**config.mk**
```make
export PLATFORM = sky130hd
export DESIGN_NAME = kbd_ps2_decoder
export DESIGN_NICKNAME = d
export VERILOG_FILES = /design/src/rtl/kbd_ps2_decoder.sv
export SDC_FILE = /design/constraint.sdc
export NUM_CORES = 1
export LEC_CHECK = 0
export CAP_MARGIN = 20
export CORE_UTILIZATION = 30
export DETAILED_ROUTE_END_ITERATION = 10
export PLACE_DENSITY = 0.43
export SLEW_MARGIN = 20
export SYNTH_ARGS = -nofsm -noshare
export SYNTH_HDL_FRONTEND = slang
export SYNTH_SLANG_ARGS = --single-unit
export TNS_END_PERCENT = 20
```
**constraint.sdc**
```tcl
create_clock -name clk -period 2.6 [get_ports clk]
set_input_delay 0.52 -clock clk [delete_from_list [all_inputs] [get_ports clk]]
set_output_delay 0.52 -clock clk [all_outputs]
set_load 0.02 [all_outputs]
```
**src/rtl/kbd_ps2_decoder.sv**
```systemverilog
// kbd_ps2_decoder: PS/2 keyboard receiver and scan-code decoder.
// Samples raw PS/2 clock/data, deserializes 11-bit device-to-host frames and
// turns Space / Left Arrow / Right Arrow make/break sequences into level
// outputs. Optional feature macro: KBD_PARITY_CHECK_EN (odd parity enforced).
module kbd_ps2_decoder #(
  parameter int CLK_FREQ   = 100_000_000,
  parameter int TIMEOUT_US = 200,
  parameter int FILTER_LEN = 8
) (
  input  logic       clk,
  input  logic       rst_n,
  input  logic       ps2_clk,
  input  logic       ps2_data,
  output logic       key_space,
  output logic       key_left,
  output logic       key_right,
  output logic [7:0] scan_code,
  output logic       scan_valid,
  output logic       frame_err
);

  localparam int TIMEOUT_CYCLES = CLK_FREQ / 1_000_000 * TIMEOUT_US;
  localparam int TO_W           = $clog2(TIMEOUT_CYCLES + 1);

  localparam logic [1:0] S_IDLE   = 2'd0;
  localparam logic [1:0] S_DATA   = 2'd1;
  localparam logic [1:0] S_PARITY = 2'd2;
  localparam logic [1:0] S_STOP   = 2'd3;

  localparam logic [7:0] CODE_EXT   = 8'hE0;
  localparam logic [7:0] CODE_BRK   = 8'hF0;
  localparam logic [7:0] CODE_SPACE = 8'h29;
  localparam logic [7:0] CODE_LEFT  = 8'h6B;
  localparam logic [7:0] CODE_RIGHT = 8'h74;

  logic                  ps2_clk_p0, ps2_clk_p1;
  logic                  ps2_data_p0, ps2_data_p1;
  logic [FILTER_LEN-1:0] clk_hist_p2;
  logic                  clk_filt_p2, clk_filt_p3;
  logic                  fall;

  logic [1:0]            state;
  logic [2:0]            bit_cnt;
  logic [7:0]            shreg;
  logic [TO_W-1:0]       to_cnt;
  logic                  to_hit;
  logic                  par_ok;
  logic                  flag_clr;
  logic                  ext, brk;

  // Two-flop synchronizers; lines idle high so reset to 1
  always_ff @(posedge clk or negedge rst_n) begin
    if (!rst_n) begin
      ps2_clk_p0  <= 1'b1;
      ps2_clk_p1  <= 1'b1;
      ps2_data_p0 <= 1'b1;
      ps2_data_p1 <= 1'b1;
    end else begin
      ps2_clk_p0  <= ps2_clk;
      ps2_clk_p1  <= ps2_clk_p0;
      ps2_data_p0 <= ps2_data;
      ps2_data_p1 <= ps2_data_p0;
    end
  end

  // Glitch filter: output only follows a run of FILTER_LEN equal samples
  always_ff @(posedge clk or negedge rst_n) begin
    if (!rst_n) begin
      clk_hist_p2 <= '1;
      clk_filt_p2 <= 1'b1;
      clk_filt_p3 <= 1'b1;
    end else begin
      clk_hist_p2 <= {clk_hist_p2[FILTER_LEN-2:0], ps2_clk_p1};
      if (&clk_hist_p2)
        clk_filt_p2 <= 1'b1;
      else if (~|clk_hist_p2)
        clk_filt_p2 <= 1'b0;
      clk_filt_p3 <= clk_filt_p2;
    end
  end

  // ---- stage boundary: filtered clock -> falling-edge strobe ----
  assign fall   = clk_filt_p3 & ~clk_filt_p2;
  assign to_hit = (state != S_IDLE) && (to_cnt == TO_W'(TIMEOUT_CYCLES));

`ifdef KBD_PARITY_CHECK_EN
  logic par_bit;

  // Parity bit is kept only when it is actually checked
  always_ff @(posedge clk or negedge rst_n) begin
    if (!rst_n)
      par_bit <= 1'b0;
    else if (fall && state == S_PARITY)
      par_bit <= ps2_data_p1;
  end

  assign par_ok = ^{shreg, par_bit};
`else
  assign par_ok = 1'b1;
`endif

  // Inter-edge timeout counter; parked at zero while idle
  always_ff @(posedge clk or negedge rst_n) begin
    if (!rst_n)
      to_cnt <= '0;
    else if (fall || state == S_IDLE)
      to_cnt <= '0;
    else if (!to_hit)
      to_cnt <= to_cnt + TO_W'(1);
  end

  // Frame FSM: start, 8 data bits LSB first, parity, stop
  always_ff @(posedge clk or negedge rst_n) begin
    if (!rst_n) begin
      state      <= S_IDLE;
      bit_cnt    <= 3'd0;
      shreg      <= 8'h00;
      scan_code  <= 8'h00;
      scan_valid <= 1'b0;
      frame_err  <= 1'b0;
      flag_clr   <= 1'b0;
    end else begin
      scan_valid <= 1'b0;
      frame_err  <= 1'b0;
      flag_clr   <= 1'b0;
      if (to_hit) begin
        // Stalled frame: drop it and forget any pending prefix
        state     <= S_IDLE;
        frame_err <= 1'b1;
        flag_clr  <= 1'b1;
      end else if (fall) begin
        case (state)
          S_IDLE: begin
            if (!ps2_data_p1) begin
              state   <= S_DATA;
              bit_cnt <= 3'd0;
            end
          end
          S_DATA: begin
            shreg   <= {ps2_data_p1, shreg[7:1]};
            bit_cnt <= bit_cnt + 3'd1;
            if (bit_cnt == 3'd7)
              state <= S_PARITY;
          end
          S_PARITY: begin
            state <= S_STOP;
          end
          default: begin
            state <= S_IDLE;
            if (!ps2_data_p1) begin
              frame_err <= 1'b1;
            end else if (!par_ok) begin
              frame_err <= 1'b1;
              flag_clr  <= 1'b1;
            end else begin
              scan_code  <= shreg;
              scan_valid <= 1'b1;
            end
          end
        endcase
      end
    end
  end

  // ---- stage boundary: received byte -> prefix tracking and key levels ----
  always_ff @(posedge clk or negedge rst_n) begin
    if (!rst_n) begin
      ext       <= 1'b0;
      brk       <= 1'b0;
      key_space <= 1'b0;
      key_left  <= 1'b0;
      key_right <= 1'b0;
    end else if (flag_clr) begin
      ext <= 1'b0;
      brk <= 1'b0;
    end else if (scan_valid) begin
      case (scan_code)
        CODE_EXT: ext <= 1'b1;
        CODE_BRK: brk <= 1'b1;
        default: begin
          // Keypad 6B/74 (no E0) and E0 29 fall through untouched
          if (!ext && scan_code == CODE_SPACE) key_space <= !brk;
          if (ext && scan_code == CODE_LEFT)   key_left  <= !brk;
          if (ext && scan_code == CODE_RIGHT)  key_right <= !brk;
          ext <= 1'b0;
          brk <= 1'b0;
        end
      endcase
    end
  end

endmodule
```
==> results of run 1 <==
[cells in the mapped netlist, types with 2 or more instances]
library cell	instances	area [sq um]
dfrtp_1	44	1100
mux2_4	15	225
nor2_1	15	56.3
dfstp_2	14	368
nand2_1	10	37.5
a21oi_1	8	40.0
ha_1	8	100
nand3_1	8	40.0
nand4_1	8	50.1
inv_1	7	26.3
o21ai_0	6	30.0
nor3_1	4	20.0
or3_1	4	25.0
xnor2_1	4	35.0
xor2_1	4	35.0
a21o_1	3	22.5
mux2i_1	3	30.0
nand2b_1	3	18.8
nor2b_1	3	18.8
a22o_1	2	17.5
a32o_1	2	20.0
and3_1	2	12.5
and4b_1	2	20.0
and4bb_2	2	25.0
buf_6	2	22.5
clkbuf_1	2	7.51
mux2_2	2	22.5
nand3b_1	2	15.0
nor4_1	2	12.5
nor4bb_1	2	20.0
o211ai_1	2	15.0
or4_1	2	15.0
[layer usage]
layer / up-vias / part of all wire (%)
met5: - / 0
met4: 0 / 1.6
met3: 6 / 3.8
met2: 31 / 45
met1: 847 / 49
li1: 802 / -
[sequential cells by signal (all words and copies together), names as in the netlist]
| signal | cells |
|---|---|
| clk_hist_p2 | 8 |
| ps2_data_p0 | 1 |
| scan_valid | 1 |
| ps2_data_p1 | 1 |
| shreg | 8 |
| ext | 1 |
| key_space | 1 |
| to_cnt | 15 |
| ps2_clk_p0 | 1 |
| flag_clr | 1 |
| clk_filt_p2 | 1 |
| bit_cnt | 3 |
| scan_code | 8 |
| clk_filt_p3 | 1 |
| key_left | 1 |
| frame_err | 1 |
| state | 2 |
| ps2_clk_p1 | 1 |
| brk | 1 |
| key_right | 1 |
[worst max path at each step]
stage                         from      endpoint  slack (ps)  cells past startpoint
final                     state[1]      shreg[2]         500                      6
after global routing      state[1]      shreg[2]         390                      6
after CTS                 state[1]      shreg[2]         490                      6
after detailed placement  state[1]  scan_code[3]         510                      6
after global placement    state[1]  scan_code[0]         550                      6
after floorplan           state[0]  scan_code[0]         630                      7
[cell families after synthesis]
group / count (synthesis) / share of synthesized area, %
fa+ha+maj: 8 / 3.81
compound gates: 26 / 6.42
mux: 20 / 10.6
flops: 58 / 55.9
buf+inv: 12 / 2.33
simple gates: 77 / 18.4
xor+xnor: 8 / 2.66
[worst max-delay path, cell delays in order, from the launching register on]
cell and delay [ps]:
dfrtp_1 410, inv_1 110, ha_1 300, and4bb_2 300, nand4_4 160, and3_4 340
mux2_2 360
[placed cells by master, fill, tap and decap left out, drive strengths merged, types with 2 or more instances in the layout]
cell            n
a21o            3
a21oi           8
a22o            2
a32o            2
and3            3
and4            2
and4b           2
and4bb          2
buf             3
clkbuf         11
clkdlybuf4s50  15
clkinv          4
dfrtp          44
dfstp          14
ha              8
inv             8
mux2           17
mux2i           3
nand2          10
nand2b          3
nand3           8
nand3b          2
nand4           9
nor2           15
nor2b           3
nor3            4
nor4            2
nor4bb          2
o211ai          2
o21ai           6
or3             4
or4             2
xnor2           4
xor2            4
[where the power goes]
group	leakage (nW)	internal, mW	switching [mW]	total, mW
Sequential	0.745	0.998	0.0986	1.10
Clock	0.0934	0.369	0.371	0.740
Combinational	0.544	0.148	0.166	0.314
Total	1.38	1.51	0.636	2.15
[area by class of cell]
| cell class | count | area [sq um] |
|---|---|---|
| Timing Repair Buffer | 18 | 183 |
| Clock inverter | 5 | 30.0 |
| Clock buffer | 11 | 141 |
| Sequential cell | 58 | 1470 |
| Multi-Input combinational cell | 139 | 1100 |
| Inverter | 7 | 26.3 |
| Tap cell | 105 | 131 |
| Fill cell | 828 | 5260 |
==> run metrics, run 1 <==
status complete, no violations; HP Class in -> async; initial core utilization 31.5%; PnR worst setup slack 501 ps; Period minus WS final around 2100 ps; Synth async-reset ratio 100%; final worst clock skew approximately 13 ps; FMAX 477 MHz; Worst-Skew Late Latency 340 ps; cell count after placement 327; Reg2Reg Depth 6; #FFs+latches synth 58; Worst EP required 2820 ps; CTS root buf clkbuf_8; Post-Layout Inst Area between 3000 and 4000 sq um; synth warn 0; RePlAce Congestion 0.751; Setup Buffers After CTS 0; placed cell areas 2910 sq um; Ant. Diodes 0; WHS around 140 ps; RR Endpoint shreg[2]; ratio of final minimum period to clock period approximately four fifths; Worst VDD drop 229 uV; Final Hold Fails 0; total chip power 2.15 mW; setup_tns 0 ps; vias in the first global route 1,711; critical path type reg -> reg; die width ~96 um; drt first pass iters 6; H-tree levels 3; leakage 1.38 nW; CTS tree built; via/cell ratio between 4 and 5; # IOs 17; post-cts hold buffer count 0; met3 Track Usage GR 4.86%; ys flop type dfrtp_1; slew margin rel. 64.8%; PostCTS Resize Cnt 0; GRT met2 Usage about a fifth; PD cells roughly 700 nW/um^2; CTS buffer count 9; hpwl dp 3.35 mm; syn nets 221; die footprint 9150 sq um; die height 95.6 um; area grow syn2layout 17.1%; total wire length 4.93 mm; GRT Util Overall between 10% and 20%; Avg Cell Area, Syn 12.6 sq um; Port Buf Inserts 16; FF-to-FF Start state[1]; DRC 0; cell area after synthesis 2630 sq um; share of layout cells above drive strength 1 23.5%; CP Capture Type flop; Overflow after GRT 0; Slew @ Worst Pin 523 ps; Post-Layout Cell Count 343; Clock Pin Slew Worst Setup and Hold Paths 80 ps; max-cap violation count 0; CTS Buffer Depth 2; post-route core utilization 36.9%; initial DRC count between 50 and 60; first-pass GRT wire length approximately 8.7 mm; antenna violation net count after detailed routing 0; GRT Max-Usage Layer met2; core area approximately 8300 sq um; Synth cell types 44; synthesized instance count 209; Setup violations, final 0; vias after detailed routing 1,686; largest net degree at the start of global routing 28; pre-CTS setup slack ~510 ps; crit path launch type flop; antenna violations before repair 0; met1 Use GR 16.1%; row cnt 33; CP Data Arrival Time 2320 ps; EDFF count, synth 0; reg2reg setup slack ~500 ps; Routed WL per cell 14.4 um; Crit Path Max Fanout 11; layout net count around 250; CTS sink count 58; RSZ-0062 raised after global routing no; post-synthesis sequential area ratio 55.9%; max-slew violations 0
Power figures use the tool's default switching activity.
==> run 2: changes to the inputs <==
Clock period 2.6 ns to 2 ns, I/O delays scaled along.
==> run metrics, run 2 (synthesis results as in run 1) <==
CP endpoint scan_code[7]; crit path launch state[0]; H-tree levels 3; switch share between 20% and 30%; HP Class reg -> reg; Overflow after GRT 0; Buf/Inv on CP 1; CTS sink count 58; Clock Pin Slew Worst Setup and Hold Paths ~70 ps; CTS Buffer Depth 2; total chip power 2.91 mW; hpwl dp 3.39 mm; NetSw 0.796 mW; # IOs 17; Worst-Skew Late Latency between 300 and 400 ps; max-cap violation count 0; FF-to-FF Start state[0]; Largest register FFs 15; Slew @ Worst Pin 357 ps; Fillers 840; core area 8340 sq um; Port Buf Inserts 16; final worst clock skew around 13 ps; RR Endpoint scan_code[7]; Crit Path Max Fanout 9; initial DRC count 47; Setup Buffers After CTS 0; largest reg by FF count to_cnt; slew margin rel. 76.2%; row cnt 33; Setup violations, final 0; first-pass GRT wire length between 8 and 9 mm; Crit path max-delay family simple AND/OR/NAND/NOR gates; CTS buffer count 9; leakage around 1.4 nW; clock power share between 30% and 40%; GRT Util Overall between 10% and 20%; share of layout cells above drive strength 1 25.5%; RePlAce Congestion 0.720; RSZ-0062 raised after global routing no; crit path launch type flop; max-slew violations 0; vias after detailed routing around 1,700; WP depth 6; antenna violation net count after detailed routing 0; Final Hold Fails 0; die width 95.6 um; layout net count 254; most frequent cells in the layout dfrtp_1, mux2_4, nor2_1, clkdlybuf4s50_1, dfstp_2; Worst VDD drop 369 uV; FMAX 534 MHz; via/cell ratio 4.77; commonest non-fill, non-tap cell in the layout dfrtp_1; combinational share of power 14.3%; Reg power frac 48.8%; Ant. Diodes 0; CP Data Arrival Time 2080 ps; Routed WL per cell between 10 and 15 um; PD cells just over 900 nW/um^2; crit-path max cell delay 400 ps; DRC 0; reg2reg setup slack ~130 ps; die footprint 9150 sq um; ratio of final minimum period to clock period between 90 and 100%; Period minus WS final between 1500 and 2000 ps; internal cell power 2.11 mW; critical path type reg -> reg; Reg2Reg Depth 6; vias in the first global route between 1,500 and 2,000; Worst EP required approximately 2200 ps; status complete, no violations; Worst path slowest cell dfrtp_1; area grow syn2layout 20.7%; total wire length 4.81 mm; setup_tns 0 ps; drt first pass iters 4; largest net degree at the start of global routing 31; antenna violations before repair 0; worst-path cell chain inv_1, ha_1, and4bb_2, nand4_4, and4_4, mux2_4; initial core utilization 31.5%; CTS root buf clkbuf_8; CTS tree built; CP Capture Type flop; die height 95.6 um
==> run 2: power groups by stage <==
stage               logic, mW  clock network [mW]  registers (mW)
floorplan               0.304                   0            1.41
global placement        0.425                   0            1.44
detailed placement      0.422                   0            1.44
CTS                     0.427                1.12            1.42
global route            0.483                1.17            1.44
finish                  0.416                1.07            1.42
==> run 2: repair_timing <==
action,4_1_cts,5_1_grt
resized for setup,0,0
hold endpoints to repair,13,0
hold buffers,1,0
==> run 2: area by class of cell <==
| cell class | count | area, sq um | area share [%] |
|---|---|---|---|
| flip-flops and latches | 58 | 1470 | 46.3 |
| multi-input cells | 139 | 1100 | 34.6 |
| repair buffers | 27 | 253 | 7.96 |
| clock buffers | 12 | 145 | 4.57 |
| well taps | 105 | 131 | 4.14 |
| clock inverters | 4 | 51.3 | 1.62 |
| inverters | 7 | 26.3 | 0.827 |
==> run 2: routing by layer <==
layer  wire length (um)  global-route usage [%]
met1               2340                    15.7
met5                  0                       0
met2               2200                    19.3
met4                102                    5.60
met3                166                    3.59
==> run 2: worst min-delay path by stage <==
stage / start / end / slack (ps) / cells past startpoint
global route: ps2_data_p0 / ps2_data_p1 / 360 / 0
floorplan: rst_n / bit_cnt[0] / 100 / 0
finish: ps2_clk_p0 / ps2_clk_p1 / 360 / 0
CTS: ps2_clk_p0 / ps2_clk_p1 / 360 / 0
detailed placement: rst_n / shreg[0] / 330 / 1
global placement: rst_n / shreg[0] / 340 / 1
==> run 2: through the flow <==
step	utilization (%)	setup WS [ps]	hold WS [ps]	cell area [sq um]	std cells
floorplan	-	29.7	104	2630	209
global placement	35.6	174	339	2970	335
detailed placement	35.6	128	332	2970	335
CTS	38.1	110	359	3180	352
global route	38.1	48.4	364	3180	352
finish	38.1	127	357	3180	352
==> run 3: changes to the inputs <==
Settings changed: ABC_CLOCK_PERIOD_IN_PS set to 2000, SLEW_MARGIN 20 to 40.
==> results of run 3 <==
Final layout, timing and power as in run 2 (identical DEF).
